==> src/rtl/fret_hit_judge.sv <==
// fret_hit_judge -- strum-window hit/miss judge for a five-lane rhythm game.
//
// A key press (rising edge of a lane's keycode match) is judged against the
// lane's note position. The note counts only while it is inside the strum
// window and not already consumed. Hits feed a saturating combo counter and a
// per-player 0..99 score, and the score is presented as 2-digit BCD.
//
// Optional feature macro: JUDGE_COMBO_MULT_EN
//   When defined, each hit is worth 2 points while the combo (before this
//   pass's update) is >= 10. Otherwise every hit is worth 1 point.
//
// Ports
//   Clk            in   1   system clock (sole clock)
//   Reset          in   1   synchronous, active-high reset
//   keycode        in  16   two USB keycodes [7:0],[15:8]; 8'h00 = no key
//   *_y_pos        in  10   note top y for lanes G,R,Y,B,O (0..4)
//   player_flag    in   1   active player (0 = P1, 1 = P2), sampled in JUDGE
//   hit_pulse      out  5   one-cycle per-lane hit strobe
//   miss_pulse     out  1   one-cycle miss strobe
//   combo          out  8   consecutive hits, saturates at 255
//   score_1/2      out  8   per-player packed BCD {tens, ones}
module fret_hit_judge #(
  parameter logic [9:0] HIT_LO = 10'd400,
  parameter logic [9:0] HIT_HI = 10'd460,
  parameter logic [7:0] KEY_G  = 8'h04,
  parameter logic [7:0] KEY_R  = 8'h16,
  parameter logic [7:0] KEY_Y  = 8'h07,
  parameter logic [7:0] KEY_B  = 8'h09,
  parameter logic [7:0] KEY_O  = 8'h0A
) (
  input  logic        Clk,
  input  logic        Reset,
  input  logic [15:0] keycode,
  input  logic [9:0]  green_y_pos,
  input  logic [9:0]  red_y_pos,
  input  logic [9:0]  yellow_y_pos,
  input  logic [9:0]  blue_y_pos,
  input  logic [9:0]  orange_y_pos,
  input  logic        player_flag,
  output logic [4:0]  hit_pulse,
  output logic        miss_pulse,
  output logic [7:0]  combo,
  output logic [7:0]  score_1,
  output logic [7:0]  score_2
);

  typedef enum logic [1:0] {S_IDLE, S_JUDGE, S_UPDATE} state_t;

  state_t      r_state, w_state_nxt;
  logic [4:0]  r_press_q, r_lock, r_pend, r_hits;
  logic        r_miss_any, r_player, r_rst_q;
  logic [4:0]  r_hit_pulse;
  logic        r_miss_pulse;
  logic [7:0]  r_combo;
  logic [6:0]  r_s1, r_s2;
  logic [7:0]  r_bcd1, r_bcd2;

  logic [4:0][7:0] w_key;
  logic [4:0][9:0] w_ypos;
  logic [4:0]  w_pressed, w_inwin_raw, w_eff, w_rise, w_hits, w_misses;
  logic [4:0]  w_pend_nxt;
  logic        w_do_judge, w_do_update;

  assign w_key  = {KEY_O, KEY_B, KEY_Y, KEY_R, KEY_G};
  assign w_ypos = {orange_y_pos, blue_y_pos, yellow_y_pos, red_y_pos, green_y_pos};

  for (genvar i = 0; i < 5; i++) begin : g_lane
    assign w_pressed[i]   = (keycode[7:0] == w_key[i]) | (keycode[15:8] == w_key[i]);
    assign w_inwin_raw[i] = (w_ypos[i] >= HIT_LO) && (w_ypos[i] <= HIT_HI);
  end

  // The cycle right after reset only re-samples the keys, so a key held
  // through reset is not mistaken for a fresh press.
  assign w_rise   = w_pressed & ~r_press_q & {5{~r_rst_q}};
  // A consumed note stays unavailable until it leaves the window.
  assign w_eff    = w_inwin_raw & ~r_lock;
  assign w_hits   = r_pend & w_eff;
  assign w_misses = r_pend & ~w_eff;

  function automatic logic [2:0] popcnt5(input logic [4:0] v);
    popcnt5 = 3'(v[0]) + 3'(v[1]) + 3'(v[2]) + 3'(v[3]) + 3'(v[4]);
  endfunction

  function automatic logic [7:0] bin2bcd(input logic [6:0] b);
    logic [6:0] t, o;
    t = b / 7'd10;
    o = b - t * 7'd10;
    bin2bcd = {t[3:0], o[3:0]};
  endfunction

  // ---------------- FSM: state register ----------------
  always_ff @(posedge Clk) begin
    if (Reset) r_state <= S_IDLE;
    else       r_state <= w_state_nxt;
  end

  // ---------------- FSM: next state ----------------
  always_comb begin
    w_state_nxt = r_state;
    case (r_state)
      S_IDLE:   if ((r_pend | w_rise) != 5'd0) w_state_nxt = S_JUDGE;
      S_JUDGE:  w_state_nxt = S_UPDATE;
      S_UPDATE: w_state_nxt = S_IDLE;
      default:  w_state_nxt = S_IDLE;
    endcase
  end

  // ---------------- FSM: outputs / pending-rise control ----------------
  // JUDGE consumes the pending set; rises seen meanwhile wait for next pass.
  always_comb begin
    w_pend_nxt  = r_pend | w_rise;
    w_do_judge  = 1'b0;
    w_do_update = 1'b0;
    case (r_state)
      S_JUDGE: begin
        w_pend_nxt = w_rise;
        w_do_judge = 1'b1;
      end
      S_UPDATE: w_do_update = 1'b1;
      default: ;
    endcase
  end

  // ---------------- scoring arithmetic ----------------
  logic [2:0] w_pc;
  logic       w_mult;
  logic [3:0] w_add;
  logic [6:0] w_sc_base, w_sc_new;
  logic [7:0] w_sc_sum;
  logic [8:0] w_cmb_sum;
  logic [7:0] w_cmb_new;

  assign w_pc = popcnt5(r_hits);
`ifdef JUDGE_COMBO_MULT_EN
  assign w_mult = (r_combo >= 8'd10);
`else
  assign w_mult = 1'b0;
`endif
  assign w_add     = w_mult ? {w_pc, 1'b0} : {1'b0, w_pc};
  assign w_sc_base = r_player ? r_s2 : r_s1;
  assign w_sc_sum  = {1'b0, w_sc_base} + {4'd0, w_add};
  assign w_sc_new  = (w_sc_sum > 8'd99) ? 7'd99 : w_sc_sum[6:0];
  assign w_cmb_sum = {1'b0, r_combo} + {6'd0, w_pc};
  assign w_cmb_new = r_miss_any ? 8'd0 : (w_cmb_sum[8] ? 8'hFF : w_cmb_sum[7:0]);

  // ---------------- datapath ----------------
  always_ff @(posedge Clk) begin
    if (Reset) begin
      r_press_q    <= 5'd0;
      r_lock       <= 5'd0;
      r_pend       <= 5'd0;
      r_hits       <= 5'd0;
      r_miss_any   <= 1'b0;
      r_player     <= 1'b0;
      r_rst_q      <= 1'b1;
      r_hit_pulse  <= 5'd0;
      r_miss_pulse <= 1'b0;
      r_combo      <= 8'd0;
      r_s1         <= 7'd0;
      r_s2         <= 7'd0;
      r_bcd1       <= 8'd0;
      r_bcd2       <= 8'd0;
    end else begin
      r_rst_q   <= 1'b0;
      r_press_q <= w_pressed;
      r_pend    <= w_pend_nxt;
      // Lock is set by a hit and dropped on any cycle out of window.
      r_lock    <= (r_lock | (w_do_judge ? w_hits : 5'd0)) & w_inwin_raw;
      if (w_do_judge) begin
        r_hits     <= w_hits;
        r_miss_any <= |w_misses;
        r_player   <= player_flag;
      end
      r_hit_pulse  <= w_do_update ? r_hits : 5'd0;
      r_miss_pulse <= w_do_update & r_miss_any;
      if (w_do_update) begin
        r_combo <= w_cmb_new;
        if (r_player) r_s2 <= w_sc_new;
        else          r_s1 <= w_sc_new;
      end
      r_bcd1 <= bin2bcd(r_s1);
      r_bcd2 <= bin2bcd(r_s2);
    end
  end

  assign hit_pulse  = r_hit_pulse;
  assign miss_pulse = r_miss_pulse;
  assign combo      = r_combo;
  assign score_1    = r_bcd1;
  assign score_2    = r_bcd2;

endmodule
==> config.mk <==
export PLATFORM = sky130hd
export DESIGN_NAME = fret_hit_judge
export DESIGN_NICKNAME = d
export VERILOG_FILES = /design/src/rtl/fret_hit_judge.sv
export SDC_FILE = /design/constraint.sdc
export NUM_CORES = 1
export LEC_CHECK = 0
export ABC_AREA = 1
export CELL_PAD_IN_SITES_DETAIL_PLACEMENT = 0
export CELL_PAD_IN_SITES_GLOBAL_PLACEMENT = 2
export CORE_UTILIZATION = 26
export CTS_CLUSTER_DIAMETER = 150
export DETAILED_ROUTE_END_ITERATION = 6
export PLACE_DENSITY_LB_ADDON = 0.2
export SETUP_SLACK_MARGIN = 0.3
export SYNTH_ARGS = -nofsm -noshare
export SYNTH_HDL_FRONTEND = slang
export SYNTH_SLANG_ARGS = --single-unit
==> constraint.sdc <==
create_clock -name Clk -period 3.4 [get_ports Clk]
set_input_delay 0.51 -clock Clk [delete_from_list [all_inputs] [get_ports Clk]]
set_output_delay 0.51 -clock Clk [all_outputs]
set_load 0.01 [all_outputs]
---- Yosys cells after proc, flatten, opt, wreduce, memory -nomap -nowiden ----
Cells that the tools add are included.
storage, ports and cells
  register bits ........................... 69
  input port bits ......................... 69
  output and inout port bits .............. 30
  logic and storage cells ................. 93
operators by class
  add/subtract/negate cells ............... 8
  multiply operators ...................... 2
  div/mod/pow operators ................... 2
  magnitude comparators ................... 11
  eq/ne operators ......................... 13
  mux-type cells .......................... 11
  bitwise operators ....................... 20
  reduce and logical (&&, ||, !) cells .... 11
operators by type and width
  cell                                                            count
  >= comparator 10 x 9 -> 1 bit (second input constant)           5
  <= comparator 10 x 9 -> 1 bit (second input constant)           5
  equality test 8 x 3 -> 1 bit (second input constant)            4
  equality test 8 x 4 -> 1 bit (second input constant)            4
  bitwise AND 5 bit                                               6
  equality test 8 x 5 -> 1 bit (second input constant)            2
  2-to-1 mux 8 bit                                                2
  inverter 5 bit                                                  3
  divider 7 x 4 -> 7 bit (second input constant)                  2
  multiplier 7 x 3 -> 3 bit (second input constant)               2
  2-to-1 mux 7 bit                                                2
  2-to-1 mux 5 bit                                                2
  bitwise OR 5 bit                                                2
  adder 8 x 3 -> 9 bit                                            1
  adder 7 x 3 -> 8 bit                                            1
  greater-than comparator 8 x 7 -> 1 bit (second input constant)  1
  subtractor 4 bit                                                2
  adder 3 x 1 -> 3 bit                                            2
  logical AND 1 bit                                               5
  bitwise OR 1 bit                                                5
  nonzero test 5 bit                                              1
  OR reduction 5 bit                                              1
  case mux 2 bit (2 select lines)                                 1
  AND reduction 2 bit                                             2
  11 further kinds                                                15

---- Logic depth before layout (Yosys ltp) ----
  depth in word-level cells ............... 8
  gate-level depth with buffers ........... 24
  gate-level depth less buffers ........... 24

---- Worst setup path after synthesis ----
Ideal clock, no wire load.
  path type ............................... flip-flop to flip-flop
  start ................................... register r_hits[0]
  end ..................................... register r_s1[1]
  arrival time ............................ 2965 ps
  slack ................................... 326 ps
  stages on the path, launching flop included .. 18
  path buffers ............................ 0
  cell sequence ........................... dfxtp_1 fa_1 inv_1 fa_1 inv_1 ha_1 fa_1 nand2_1 inv_1 o21ai_0 xor2_1 nand2_1 nand4_1 nand2_1 nor2_1 nand2_1 nand2_1 inv_1
between the ends
  longest elaborated chain between the ends .. 7
RTL lines
  item                                    line  text
  start: declaration                      50    logic [4:0] r_press_q, r_lock, r_pend, r_hits;
  start signal: assignment                170   r_hits <= w_hits;
  adder 1 x 1 -> 2 bit *                  81    popcnt5 = 3'(v[0]) + 3'(v[1]) + 3'(v[2]) + 3'(v[3]) + 3'(v[4]);
  adder 2 x 1 -> 3 bit *                  81
  adder 3 x 1 -> 3 bit * (2 in a row)     81
  adder 7 x 3 -> 8 bit *                  141   assign w_sc_sum = {1'b0, w_sc_base} + {4'd0, w_add};
  greater-than comparator 8 x 7 -> 1 bit  142   assign w_sc_new = (w_sc_sum > 8'd99) ? 7'd99 : w_sc_sum[6:0];
  2-to-1 mux 7 bit *                      142
  end signal: assignment                  179   else r_s1 <= w_sc_new;
  end: declaration                        55    logic [6:0] r_s1, r_s2;
Every way passes the cells marked *; elsewhere a longest branch is shown, timed or not.
A chain may end at the register's enable or synchronous reset.

---- Worst setup path in the final report ----
  start ................................... register r_hits[0]
  end ..................................... register r_s2[4]
between the ends
  longest elaborated chain between the ends .. 7
RTL lines
  item                                    line  text
  adder 1 x 1 -> 2 bit *                  81
  adder 2 x 1 -> 3 bit *                  81
  adder 3 x 1 -> 3 bit * (2 in a row)     81
  adder 7 x 3 -> 8 bit *                  141
  greater-than comparator 8 x 7 -> 1 bit  142
  2-to-1 mux 7 bit *                      142
  end signal: assignment                  178   if (r_player) r_s2 <= w_sc_new;
  end: declaration                        55
Marked as above.

==> impl_metrics.tcl <==
set metrics [dict create \
    cp.depth 16 \
    yosys_warnings 0 \
    grt_pass1_vias 3441 \
    layout_setup_ws_ns 0.303 \
    fmax_ghz 0.323 \
    holdPathEnd "r_lock[0]" \
    place.gp.congestion 0.765 \
    switchingPower_uw 419 \
    synth_top_area_share_pct 37.5 \
    ys_types 40 \
    clock-sinks 69 \
    cp_data_required_time_ns 3.62 \
    gr-usage-all-layers_pct 14.4 \
    cp.arrival_ns 3.32 \
    status "finished clean" \
    place_ws_ns 0.0822 \
    antenna_found_initial 0 \
    drt-pass1-iter-count 4 \
    worst_pin_slew_ns 0.623 \
    worstHoldStart "r_lock[0]" \
    via_per_inst 4.44 \
    finalWirelength_um 9770 \
    path_clk_slew_ns 0.06 \
    crit_path_frequent_cell "buf_4" \
    cap_violations 0 \
    cp-start-kind "flop" \
    tritoncts "done" \
    drc 0 \
    clk_latency_ns 0.34 \
    dp_hpwl_um 7480 \
    combPwrFrac_pct 8.4 \
    worstSetupPathType "reg -> reg" \
    synth_edf_count 0 \
    synth_area_leader_cell "dfxtp_1" \
    hold_viol_final 0 \
    seq_power_share_pct 42.7 \
    end_kind "flop" \
    worst_hold_slack_ns 0.460 \
    cp_slowest_stage_delay_ns 0.53 \
    fillers 1437 \
    setup-violations-final 0 \
    synth_area_sq_um 3680 \
    num_vias 3665 \
    coreArea_sq_um 13800 \
    syn2layout_area_growth_pct 46.7 \
    finalNetCount 727 \
    worstReg2RegEnd "r_s2[4]" \
    netlist_instances 529 \
    yosys-top-cells-area "dfxtp_1 38%, nand2_1 11%, inv_1 8.6%, nor2_1 6.7%, a21oi_1 6.0%" \
    rows 43 \
    dieArea_sq_um 14600 \
    synth_seq_cells 69 \
    grt_max_degree 48 \
    initial_core_util_pct 26.6 \
    clkPwrFrac_pct 48.9 \
    wl_per_cell_um 11.8 \
    p_int_uw 1490 \
    finalCritPeriodShare_pct 91.1 \
    first_iter_violations 212 \
    root_buffer "clkbuf_16" \
    ys.flop_type "dfxtp_1" \
    path_delay_family "adder cells" \
    synth_fp_nets 615 \
    synth_seq_area_share_pct 37.5 \
    io_pins 99 \
    slew_viol_final 0 \
    p_sw_share_pct 21.9 \
    finalPower_uw 1910 \
    grt_overflow 0 \
    drive_gt1_share_pct 13.8 \
    setup_tns_ns 0 \
    timing.rr.start "r_hits[0]" \
    min_path_cells 2 \
    min_period_ns 3.10 \
    numCtsBuffers 9 \
    ir_worst_vdd_uv 210 \
    power.leakage_uw 0.00225 \
    rsz0062_at_grt "yes" \
    die_h_um 121 \
    crit_buf_inv 7 \
    slew_headroom_pct 58.5 \
    async_reset_ff_share_pct 0 \
    r2r_cells 16 \
    critPathSlowestCell "fa_1" \
    die-width_um 121 \
    avgSynthCellArea_sq_um 6.96 \
    hold_path_class "reg -> reg" \
    cp_cell_sequence "fa_1 -> inv_1 -> fa_2 -> inv_2 -> ha_4 -> fa_2 -> nand2_2 -> inv_2 -> o21ai_2 -> xor2_1 -> buf_4 -> buf_4 -> buf_4 -> inv_1 -> nand2_2 -> a21oi_2" \
    reg2reg_slack_ns 0.30 \
    clock_skew_ns 0.00750 \
    diodes 0 \
    clk_path_buf_depth 2 \
    port_buffers 98 \
    ant_nets 0 \
    powerDensity_nw_per_um2 355 \
    grt_first_pass_wirelength_um 16300 \
    cp_max_fo 2 \
    htree_num_levels 3 \
]
==> placed cells by master, fill, tap and decap left out, types with 12 or more instances in the layout <==
master           synthesis  final
nand2_1                106    100
a21oi_1                 44     39
inv_1                   84     76
dfxtp_1                 69     63
nand2_2                  6     12
o21ai_0                 36     32
nor2_1                  66     63
nand3_1                 32     29
clkdlybuf4s50_1          0     98
buf_4                    0     12
==> worst max-delay path by stage <==
stage	start	endpoint	slack [ns]
after floorplan	r_hits[0]	r_s1[1]	0.33
after global routing	r_hits[0]	r_s2[4]	0.18
final	r_hits[0]	r_s2[4]	0.30
after CTS	r_hits[0]	r_s2[1]	0.30
after global placement	r_hits[0]	r_s1[1]	0.17
after detailed placement	r_hits[0]	r_s2[1]	0.08
==> cell type report <==
cell class                 instances  area (sq um)  share of cell area, %
tap                              180           225                   4.17
clock inverter                     4          47.5                  0.881
inverter                          86           323                   5.98
sequential                        69          1390                   25.8
multi-input combinational        364          2080                   38.5
clock buffer                      12           246                   4.57
timing repair buffer             111          1080                   20.0
==> tightest hold or removal path: stages, from the launching register on <==
cell	delay, ns
dfxtp_1	0.30
inv_1	0.06
a211oi_1	0.06
==> Yosys cell counts (all sizes together), types with 2 or more instances <==
| cell | instances |
|---|---|
| clkbuf | 8 |
| nand3 | 37 |
| a211oi | 2 |
| o211ai | 6 |
| dfxtp | 69 |
| nand4 | 8 |
| o31ai | 2 |
| o21ai | 39 |
| ha | 11 |
| fa | 6 |
| nand2 | 113 |
| nor3 | 3 |
| nor4 | 2 |
| o22ai | 2 |
| a31oi | 2 |
| buf | 2 |
| xor2 | 3 |
| a21oi | 44 |
| nor2 | 66 |
| o2111a | 2 |
| and2 | 3 |
| and3b | 4 |
| xnor2 | 2 |
| inv | 85 |
==> power by group through the flow <==
stage,registers (uW),logic (uW),clock network [uW]
2_1_floorplan,836,55.2,0
4_1_cts,819,158,968
3_5_place_dp,836,155,0
5_1_grt,818,177,1010
3_3_place_gp,837,154,0
6_report,818,160,936
==> layer usage <==
metal | track usage, % | wire [um]
met1 | 18.4 | 4740
met4 | 5.09 | 148
met2 | 23.0 | 4490
met5 | 0 | 0
met3 | 3.85 | 402
==> registers in the layout, summed over array words and instances, names as in the netlist <==
register,count
combo,8
r_press_q,5
score_2,8
miss_pulse,1
r_s1,7
r_lock,5
r_s2,7
r_miss_any,1
r_player,1
score_1,8
hit_pulse,5
r_pend,5
r_state,2
r_hits,5
r_rst_q,1
==> timing repair <==
item | 4_1_cts | 5_1_grt
hold buffers | 0 | 0
buffers inserted | 5 | 3
pin swaps | 6 | 12
endpoints found under the hold margin | 0 | 0
resized for setup | 16 | 39
setup endpoints to repair | 15 | 23
==> kinds of logic after synthesis <==
kind of cell / after synthesis / synth area share (%)
buffers and inverters: 96 / 9.86
AND/OR/NAND/NOR: 238 / 28.5
XOR/XNOR: 5 / 1.19
adder cells (fa/ha/maj): 17 / 7.00
AO/OA/AOI/OAI: 104 / 15.9
flip-flops: 69 / 37.5
==> through the flow <==
stage               util, %  area, sq um  instances
floorplan                 -         3680        529
CTS                    38.0         5260        823
global route           39.0         5400        826
detailed placement     35.3         4880        802
global placement       35.3         4880        802
finish                 39.0         5400        826
(Power assumes the default switching activity.)
